$ cat config.mk
export PLATFORM = sky130hd
export DESIGN_NAME = aes_pipeline_scheduler
export DESIGN_NICKNAME = d
export VERILOG_FILES = /design/src/rtl/aes_pipeline_scheduler.sv
export SDC_FILE = /design/constraint.sdc
export NUM_CORES = 1
export LEC_CHECK = 0
export CORE_AREA = 2 2 260 262
export CTS_CLUSTER_SIZE = 14
export DETAILED_ROUTE_END_ITERATION = 7
export DIE_AREA = 0 0 262 264
export GPL_TIMING_DRIVEN = 0
export PLACE_DENSITY = 0.69
export SETUP_SLACK_MARGIN = 0.02
export SLEW_MARGIN = 20
export SYNTH_ARGS = -nofsm -noshare
export SYNTH_HDL_FRONTEND = slang
export SYNTH_SLANG_ARGS = --single-unit
$ cat constraint.sdc
create_clock -name clock -period 4.05 [get_ports clock]
set_input_delay 0.81 -clock clock [delete_from_list [all_inputs] [get_ports clock]]
set_output_delay 0.81 -clock clock [all_outputs]
set_load 0.03 [all_outputs]
$ cat src/rtl/aes_pipeline_scheduler.sv
// ---------------------------------------------------------------------------
// aes_pipeline_scheduler
//   Shares one fixed-latency AES datapath between an encrypt and a decrypt
//   requester. The scheduler picks one request per cycle round-robin, issues
//   it to the datapath, tracks the {mode, tag} of each issue through a
//   LATENCY-deep shift register and writes the result into a response FIFO.
//   Issues are credit-limited: every in-flight result already owns a FIFO
//   slot, so the FIFO can never overflow.
//
// Ports
//   clock, reset            sole clock; asynchronous active-low reset
//   enc_valid/ready/tag/data encrypt request handshake
//   dec_valid/ready/tag/data decrypt request handshake
//   dp_issue, dp_mode, dp_in datapath input (mode 0 = encrypt, 1 = decrypt)
//   dp_out                  datapath result, LATENCY cycles after issue
//   resp_valid/ready        response handshake (head of FIFO)
//   resp_mode/tag/data      head response contents
//   drain_req, drained      stop granting; drain complete indication
// ---------------------------------------------------------------------------
module aes_pipeline_scheduler #(
  parameter int LATENCY    = 11,
  parameter int FIFO_DEPTH = 4,
  parameter int TAG_W      = 4
) (
  input  logic               clock,
  input  logic               reset,
  input  logic               enc_valid,
  output logic               enc_ready,
  input  logic [TAG_W-1:0]   enc_tag,
  input  logic [127:0]       enc_data,
  input  logic               dec_valid,
  output logic               dec_ready,
  input  logic [TAG_W-1:0]   dec_tag,
  input  logic [127:0]       dec_data,
  output logic               dp_issue,
  output logic               dp_mode,
  output logic [127:0]       dp_in,
  input  logic [127:0]       dp_out,
  output logic               resp_valid,
  input  logic               resp_ready,
  output logic               resp_mode,
  output logic [TAG_W-1:0]   resp_tag,
  output logic [127:0]       resp_data,
  input  logic               drain_req,
  output logic               drained
);

  localparam int PW = $clog2(FIFO_DEPTH);
  localparam int CW = PW + 1;            // holds 0..FIFO_DEPTH
  localparam int EW = 1 + TAG_W + 128;   // FIFO entry {mode, tag, data}

  typedef enum logic {RUN, DRAIN} state_t;

  state_t            state, state_nxt;
  logic [CW-1:0]     fifo_cnt, fly_cnt, credit;
  logic              last_enc;           // encrypt won the previous grant
  logic              grant_e, grant_d;

  logic [LATENCY-1:0] trk_v;
  logic               trk_m [LATENCY];
  logic [TAG_W-1:0]   trk_t [LATENCY];

  logic [EW-1:0]     mem [FIFO_DEPTH];
  logic [PW-1:0]     wr_ptr, rd_ptr;
  logic [EW-1:0]     head;
  logic              push, pop;

  // Every issued-but-unpopped result holds one credit.
  assign credit = CW'(FIFO_DEPTH) - fifo_cnt - fly_cnt;

  // NOTE: every output of a combinational block gets a default before any
  // branch, so no path leaves a signal unassigned and no latch is inferred.
  always_comb begin
    state_nxt = state;
    grant_e   = 1'b0;
    grant_d   = 1'b0;
    case (state)
      RUN: begin
        if (drain_req) state_nxt = DRAIN;
        // reset gates the grant so ready/issue are low while reset is held.
        if (reset && credit != '0) begin
          if (enc_valid && dec_valid) begin
            grant_e = ~last_enc;
            grant_d =  last_enc;
          end else begin
            grant_e = enc_valid;
            grant_d = dec_valid;
          end
        end
      end
      DRAIN: begin
        if (!drain_req) state_nxt = RUN;
      end
      default: state_nxt = RUN;
    endcase
  end

  assign enc_ready = grant_e;
  assign dec_ready = grant_d;
  assign dp_issue  = grant_e | grant_d;
  assign dp_mode   = grant_d;
  assign dp_in     = grant_d ? dec_data : enc_data;

  assign push = trk_v[LATENCY-1];
  assign pop  = resp_valid & resp_ready;

  // NOTE: sequential state uses non-blocking assignments so every register
  // samples pre-edge values regardless of statement order.
  always_ff @(posedge clock or negedge reset) begin
    if (!reset) begin
      state    <= RUN;
      last_enc <= 1'b0;
      trk_v    <= '0;
      fifo_cnt <= '0;
      fly_cnt  <= '0;
      wr_ptr   <= '0;
      rd_ptr   <= '0;
    end else begin
      state <= state_nxt;
      if (dp_issue) last_enc <= grant_e;
      trk_v    <= {trk_v[LATENCY-2:0], dp_issue};
      fifo_cnt <= fifo_cnt + CW'(push) - CW'(pop);
      fly_cnt  <= fly_cnt + CW'(dp_issue) - CW'(push);
      if (push) wr_ptr <= wr_ptr + 1'b1;
      if (pop)  rd_ptr <= rd_ptr + 1'b1;
    end
  end

  // NOTE: tracker payload and FIFO storage are not reset; they are only
  // observed when the matching valid bit / occupancy says so.
  always_ff @(posedge clock) begin
    trk_m[0] <= dp_mode;
    trk_t[0] <= grant_d ? dec_tag : enc_tag;
    for (int i = 1; i < LATENCY; i++) begin
      trk_m[i] <= trk_m[i-1];
      trk_t[i] <= trk_t[i-1];
    end
    if (push) mem[wr_ptr] <= {trk_m[LATENCY-1], trk_t[LATENCY-1], dp_out};
  end

  assign head       = mem[rd_ptr];
  assign resp_valid = (fifo_cnt != '0);
  // Zero the head fields when empty so stale storage never shows.
  assign resp_mode  = resp_valid ? head[EW-1] : 1'b0;
  assign resp_tag   = resp_valid ? head[EW-2 -: TAG_W] : '0;
  assign resp_data  = resp_valid ? head[127:0] : '0;

  assign drained = (state == DRAIN) && (trk_v == '0) && (fifo_cnt == '0);

endmodule

# --- After elaboration in Yosys (flattened, before gate mapping) ---
# Memory sizes are Yosys's and may differ from the RTL's.
# Cells that the tools add are included.
totals:
  ff_bits: 23
  latch_bits: 0
  mem_bits_rw: 587
  mem_bits_ro: 0
  inputBits: 398
  word_cells: 43
  memories: 3
classes:
  addsub: 8
  mul: 0
  div: 0
  order_cmp: 0
  n_eq_ne: 0
  shifts: 0
  muxes: 14
  n_bitwise: 3
  n_reduce_logical: 8
memory_table:
  columns: ["name", "depth", "word_bits", "read_ports", "rd_ports_with_merged_regs", "write_ports", "line", "text"]
  rows:
  - ["mem", 4, 133, 1, 0, 1, "63", "logic [EW-1:0] mem [FIFO_DEPTH];"]
  - ["trk_t", 11, 4, 11, 0, 11, "61", "logic [TAG_W-1:0] trk_t [LATENCY];"]
  - ["trk_m", 11, 1, 11, 0, 11, "60", "logic trk_m [LATENCY];"]
ops:
  columns: ["operator", "n"]
  rows:
  - ["128-bit 2-to-1 mux", 2]
  - ["11-bit logical NOT", 1]
  - ["1-bit 2-to-1 mux", 10]
  - ["4-bit 2-to-1 mux", 2]
  - ["3-bit by 1-bit adder with 3-bit output", 2]
  - ["3-bit nonzero test", 2]
  - ["3-bit by 1-bit subtractor with 3-bit output", 2]
  - ["2-bit by 1-bit adder with 2-bit output, second input constant", 2]
  - ["1-bit logical AND", 4]
  - ["3-bit logical NOT", 1]
  - ["3-bit subtractor", 1]
  - ["3-bit subtractor, first input constant", 1]
  - ["1-bit AND", 1]
  - ["1-bit inverter", 1]
  - ["1-bit bitwise OR", 1]

# --- Depth between registers and ports, before layout ---
# Gate-level depths: netlist (run 1).
logic_depth:
  depth_word: 9
  ltp_mapped: 12
  mapped_depth_nobuf: 12

# --- Least setup slack after synthesis (run 1) ---
# OpenSTA, ideal clock, no wires.
synth_path:
  path_type: "register -> register"
  from: "register wr_ptr[0]"
  to: "memory mem[0][0] (netlist bit), enable pin"
  arrival_time_ns: 3.670
  required_ns: 3.542
  setup_slack_ns: -0.128
  path_stages_with_launch: 4
  n_path_buf: 0
  path_cell_list: "dfrtp_1 > inv_1 > ha_1 > and2_1"
synth_lines:
  columns: ["element", "line", "text"]
  rows:
  - ["start, declared", "64", "logic [PW-1:0] wr_ptr, rd_ptr;"]
  - ["start signal, assigned", "124", "if (push) wr_ptr <= wr_ptr + 1'b1;"]
  - ["end, declared", "63", null]
# No word-level cell before the write port.

# --- Final worst setup path (run 1) ---
layout_path:
  from: "register fifo_cnt[1]"
  to: "output dp_in[125]"
layout_via:
  elab_chain_cells: 7
layout_rtl:
  columns: ["element", "line", "text"]
  rows:
  - ["start, declared", "55", "logic [CW-1:0] fifo_cnt, fly_cnt, credit;"]
  - ["start signal, assigned", "122", "fifo_cnt <= fifo_cnt + CW'(push) - CW'(pop);"]
  - ["3-bit subtractor (2 in series)", "69", "assign credit = CW'(FIFO_DEPTH) - fifo_cnt - fly_cnt;"]
  - ["3-bit nonzero test", "81", "if (reset && credit != '0) begin"]
  - ["1-bit logical AND", "81", null]
  - ["1-bit 2-to-1 mux", "81", null]
  - ["1-bit 2-to-1 mux", "77", "case (state)"]
  - ["128-bit 2-to-1 mux", "102", "assign dp_in = grant_d ? dec_data : enc_data;"]
  - ["end, declared", "37", "output logic [127:0] dp_in,"]
# No other way between the ends.

==> metrics.csv, run 1 <==
metric;value;unit
Tot Pwr;23400;uW
reg2reg setup slack;1.07;ns
syn nets;1541;
GPL Wtd Cong;0.918;
share of cells above drive strength 1;28.2;%
f_max;0.248;GHz
top cell type's share of synthesized area;67.4;%
Primary FF master, synth;edfxtp_1;
area leader, netlist;edfxtp_1;
Iter 0 DRT Violations;815;
drt wl/cell;29.7;um
mux contribution to synthesized area;18.9;%
fin area;34200;sq um
vias in the first global route;14486;
ANT nets after route;0;
Synth Area in Simple Gates;3.98;%
final wirelength;83.7;mm
utilization after layout;51.3;%
drt first pass iters;5;
Initial Utilization;35.6;%
sequential area share after synthesis;74.4;%
DP HPWL;63.9;mm
initial antenna violation count;47;
CTS Buf Count;58;
clk sinks;610;
Adder-Cell Fraction of Synth Area;0.749;%
setup TNS;0;ns
fin cells;2821;
Rel. slew slack;47.2;%
# IOs;665;
Post-synth ARST share;3.77;%
HP Class;primary input to async pin;
Post-synth top cells;edfxtp_1 (532), and2_1 (140), mux4_2 (133);
Worst Path Required;3.24;ns
# setup viols final;0;
Core Box Area;66600;sq um
worst skew pair latency;0.61;ns
Post-route DRC;0;
Worst Path Arrival;3.22;ns
RSZ-0062 raised after global routing;yes;
clk root buf;clkbuf_16;
FF+latch count, synth;610;
largest family of logic cells by synthesized area;multiplexers;
largest cells by area after synthesis;edfxtp_1 (67%), mux4_2 (13%), dfxtp_1 (4.6%), and2_1 (3.7%), mux2_1 (3.3%);
maximum vdd drop;0.000302;V
maxcap violations;0;
detail-routed via count per cell;4.93;
r2r startpoint;fifo_cnt[1];
final hold violations;0;
worst slew pin tran;0.792;ns
PwrDens;686;nW/um^2
total track usage;23.9;%
die area;69200;sq um
CP endpoint kind;output pin;
total gr overflow;0;
synth warn;0;
Worst Setup Start Kind;flop;
TritonCTS clock tree;built;
Post-synth EDFFs;532;
first-pass GRT wire length;113;mm
cell with the most instances after synthesis;edfxtp_1;
deepest clock path buffer count;3;
Distinct cells, synth;28;
Port-buffer cells;664;
Max H-tree Level;2;
Final Max Slew Viols;0;
Worst Path Max Fanout;10;
fin crit period;4.03;ns
largest net degree at the start of global routing;39;
row cnt;95;
post-synthesis compound-gate area fraction;0.169;%
area grow syn2layout;44.1;%
crit share post-route;99.4;%
die span in x;262;um
Leakage;0.0119;uW
CP max-delay cell;dfrtp_1;
chip height;264;um
worst clock skew;0.0172;ns
XOR/XNOR Fraction of Synth Area;0.369;%
Post-Syn Instances;1130;
CP cell instances;ha_1, inv_1, ha_2, xor2_2, xnor2_2, a211oi_4, buf_6, buf_6, buf_12, buf_16, mux2_1, buf_2;
Critical Path Max Stage Delay;0.40;ns
mapped cell area;23700;sq um
Mean Syn Cell Area;21.0;sq um
CP Launch Point;fifo_cnt[1];
run status;complete, no violations;
critical path class;flop to output pin;
critical path's most frequent cell;buf_6;
DR vias;13907;
clk slew on worst S/H paths;0.06;ns
cell area after placement;31800;sq um
Layout Nets;2290;
dpl cells;2679;
## cell families (layout without fill, tap and decap cells)
| group | Yosys count | in the layout |
|---|---|---|
| adder cells (fa/ha/maj) | 13 | 13 |
| XOR/XNOR | 10 | 10 |
| buffers and inverters | 74 | 868 |
| flip-flops | 610 | 610 |
| AO/OA/AOI/OAI | 5 | 5 |
| other | 0 | 24 |
| multiplexers | 265 | 265 |
| AND/OR/NAND/NOR | 153 | 153 |
## stage by stage
step	hold slack [ns]	setup WS, ns
finish	0.304	0.0234
global route	0.312	-0.0549
CTS	0.293	-0.0404
detailed placement	0.312	-1.63
global placement	0.311	-1.51
floorplan	0.310	0.790
## state kept, by name (all words and copies together), names as in the netlist
| register | cells |
|---|---|
| mem | 532 |
| trk_t | 44 |
| trk_m | 11 |
| trk_v | 11 |
| fifo_cnt | 3 |
| fly_cnt | 3 |
| rd_ptr | 2 |
| wr_ptr | 2 |
| last_enc | 1 |
| state | 1 |
## where the power goes
part	internal (uW)	leakage, uW	switching [uW]
combinational	4570	0.00540	5610
sequential	7610	0.00556	236
clock	3120	0.000930	2290
## layout by cell type, fill, tap and decap left out, types with 20 or more instances in the layout
cell type,instances
and2_1,136
mux4_2,133
clkbuf_16,62
mux2_4,50
dfrtp_1,21
clkdlybuf4s50_1,514
clkbuf_1,27
buf_2,72
buf_6,55
edfxtp_1,532
mux2_1,20
dfxtp_1,55
mux2_2,62
diode_2,24
## metal layers
layer | vias up | GRT usage (%) | part of all wire [%]
met2 | 631 | 44.2 | 55
met1 | 7052 | 24.2 | 32
li1 | 6027 | - | -
met5 | - | 0 | 0.084
met3 | 185 | 5.54 | 6.5
met4 | 12 | 13.7 | 5.9
## final cells by class
class	instances	area, sq um
diodes	24	60.1
plain buffers	59	488
clock buffers	73	1570
clock inverters	32	340
fillers	5436	32400
inverters	13	48.8
multi-input cells	446	5960
flip-flops and latches	610	17700
well taps	873	1090
repair buffers	691	6960
## critical path: cells and delay by family (launching register included)
| kind | cells | cell delay (ns) |
|---|---|---|
| buffers and inverters | 6 | 0.82 |
| adders and majority gates | 2 | 0.45 |
| DFF | 1 | 0.40 |
| muxes | 1 | 0.35 |
| xor gates and xnor gates | 2 | 0.34 |
| AOI/OAI and AO/OA | 1 | 0.23 |
## worst paths after layout
check / depth (start not counted) / to
setup reg to reg: 13 / fly_cnt[2]
setup / recovery: 12 / dp_in[125]
hold / removal: 1 / trk_v[8]
min in group clock: 0 / trk_m[10]
hold reg to reg: 0 / trk_m[10]
max in group asynchronous: 1 / rd_ptr[0]
## timing repair
| action | 4_1_cts | 5_1_grt |
|---|---|---|
| setup buffers | 9 | 2 |
| hold buffers | 0 | 0 |
| gates cloned | 2 | 3 |
| pin swaps | 2 | 2 |
| resized for setup | 854 | 121 |
| endpoints found under the setup margin | 266 | 117 |
(Power assumes the default switching activity.)
==> run 2, diff against run 1 <==
SKIP_LAST_GASP = 1   (was default)
==> metrics.csv, run 2 (synthesis gave the netlist of run 1 again) <==
metric;value;unit
CP endpoint kind;output pin;
DR vias;13852;
deepest clock path buffer count;3;
worst slew pin tran;0.800;ns
maxcap violations;0;
max reg flops;532;
chip height;264;um
f_max;0.247;GHz
row cnt;95;
WHS;0.305;ns
CTS Buf Count;58;
Leakage;0.0119;uW
detail-routed via count per cell;4.91;
critical path class;flop to output pin;
delay-heaviest family, CP;buffers and inverters;
most frequent cells in the layout;edfxtp_1 (532), clkdlybuf4s50_1 (511), and2_1 (136);
ANT nets after route;0;
critical path's most frequent cell;buf_6;
area of the multi-input gates;5900;sq um
setup TNS;0;ns
RSZ-0062 raised after global routing;yes;
drt first pass iters;5;
crit share post-route;100;%
fin crit period;4.05;ns
clk sinks;610;
clk slew on worst S/H paths;0.06;ns
PwrDens;687;nW/um^2
Rel. slew slack;46.7;%
clk root buf;clkbuf_16;
Layout Nets;2291;
CP bufs+invs;6;
largest register by flop count;mem;
vias in the first global route;14469;
first-pass GRT wire length;113;mm
Worst Path Arrival;3.24;ns
Worst Path Required;3.24;ns
CP cell instances;ha_1, inv_1, ha_2, xor2_2, xnor2_2, a211oi_4, buf_6, buf_6, buf_12, buf_16, mux2_1, buf_2;
HP Class;primary input to async pin;
# IOs;665;
total gr overflow;0;
largest registers;mem x532, trk_t x44;
commonest non-fill, non-tap cell in the layout;edfxtp_1;
GPL Wtd Cong;0.918;
share of cells above drive strength 1;27.7;%
die span in x;262;um
TritonCTS clock tree;built;
worst clock skew;0.0171;ns
Worst Setup Start Kind;flop;
maximum vdd drop;0.000301;V
Initial Utilization;35.6;%
Iter 0 DRT Violations;806;
die area;69200;sq um
largest net degree at the start of global routing;39;
run status;complete, no violations;
Port-buffer cells;664;
initial antenna violation count;48;
total track usage;23.9;%
Core Box Area;66600;sq um
Tot Pwr;23400;uW
final hold violations;0;
register area;17700;sq um
Final Max Slew Viols;0;
Critical Path Max Stage Delay;0.40;ns
fill cell count;5446;
Worst Path Max Fanout;10;
CP max-delay cell;dfrtp_1;
drt wl/cell;29.6;um
Post-route DRC;0;
worst skew pair latency;0.61;ns
# setup viols final;0;
DP HPWL;63.9;mm
Max H-tree Level;2;
area grow syn2layout;43.6;%
final wirelength;83.5;mm
hold buffer count at cts;0;
-- run 2: changes by cell type in the layout (fill, tap and decap cells not counted), moves of 3 or more --
cell / change
buf_8: -4
buf_4: +12
clkdlybuf4s50_1: -3
mux2_1: +10
mux2_4: -15
mux2_2: +5
dlymetal6s2s_1: +3
buf_6: -6
-- run 2: worst paths after layout --
| kind | from | endpoint | slack (ns) | cells after the start |
|---|---|---|---|---|
| setup / recovery | fifo_cnt[1] | dp_in[125] | 0.002 | 12 |
| hold / removal | reset | trk_v[8] | 0.30 | 1 |
| setup reg to reg | fifo_cnt[1] | fly_cnt[2] | 1.05 | 13 |
| hold reg to reg | trk_m[9] | trk_m[10] | 0.31 | 0 |
| max in group asynchronous | reset | rd_ptr[0] | 3.29 | 1 |
| min in group clock | trk_m[9] | trk_m[10] | 0.31 | 0 |
-- run 2: layout make-up --
cell class              instances  area share (%)
repair buffers                692            20.2
multi-input cells             446            17.3
flip-flops and latches        610            51.9
clock inverters                32           0.999
well taps                     873            3.21
diodes                         22           0.162
inverters                      13           0.143
clock buffers                  73            4.61
plain buffers                  59            1.48
-- run 2: power by group --
group	internal [uW]	switching, uW	total [uW]
Combinational	4530	5600	10100
Sequential	7610	236	7850
Clock	3130	2290	5410
Total	15300	8120	23400
-- run 2: repair_timing --
action                     in CTS  in global routing
cloned                          2                  2
pin swaps                       2                  1
setup buffers                   9                  3
setup endpoints to repair     266                111
hold endpoints to repair        0                  0
resized for setup             798                164
-- run 2: metal layers --
metal | vias up | share of wire, % | track usage (%)
met5 | - | 0.087 | 0
met4 | 12 | 6.1 | 13.9
met3 | 187 | 6.3 | 5.56
met2 | 590 | 55 | 44.2
met1 | 7034 | 33 | 24.2
li1 | 6029 | - | -
-- run 2: worst reg2reg max path, stage by stage, from the launching register on --
cell	delay, ns
dfrtp_1	0.40
ha_1	0.30
inv_1	0.06
ha_2	0.18
xor2_2	0.18
xnor2_2	0.13
buf_4	0.17
and2_1	0.16
nor3_1	0.37
ha_1	0.21
inv_1	0.05
fa_1	0.40
xnor2_1	0.17
xnor2_1	0.14
-- run 2: metrics by stage --
step	instances	setup slack [ns]	cell area, sq um	utilization, %
5_1_grt	2815	-0.0786	34000	51.1
2_1_floorplan	1130	0.790	23700	-
3_5_place_dp	2679	-1.63	31800	47.7
3_3_place_gp	2667	-1.51	31500	47.3
6_report	2820	0.00194	34100	51.2
4_1_cts	2793	-0.0735	33600	50.4
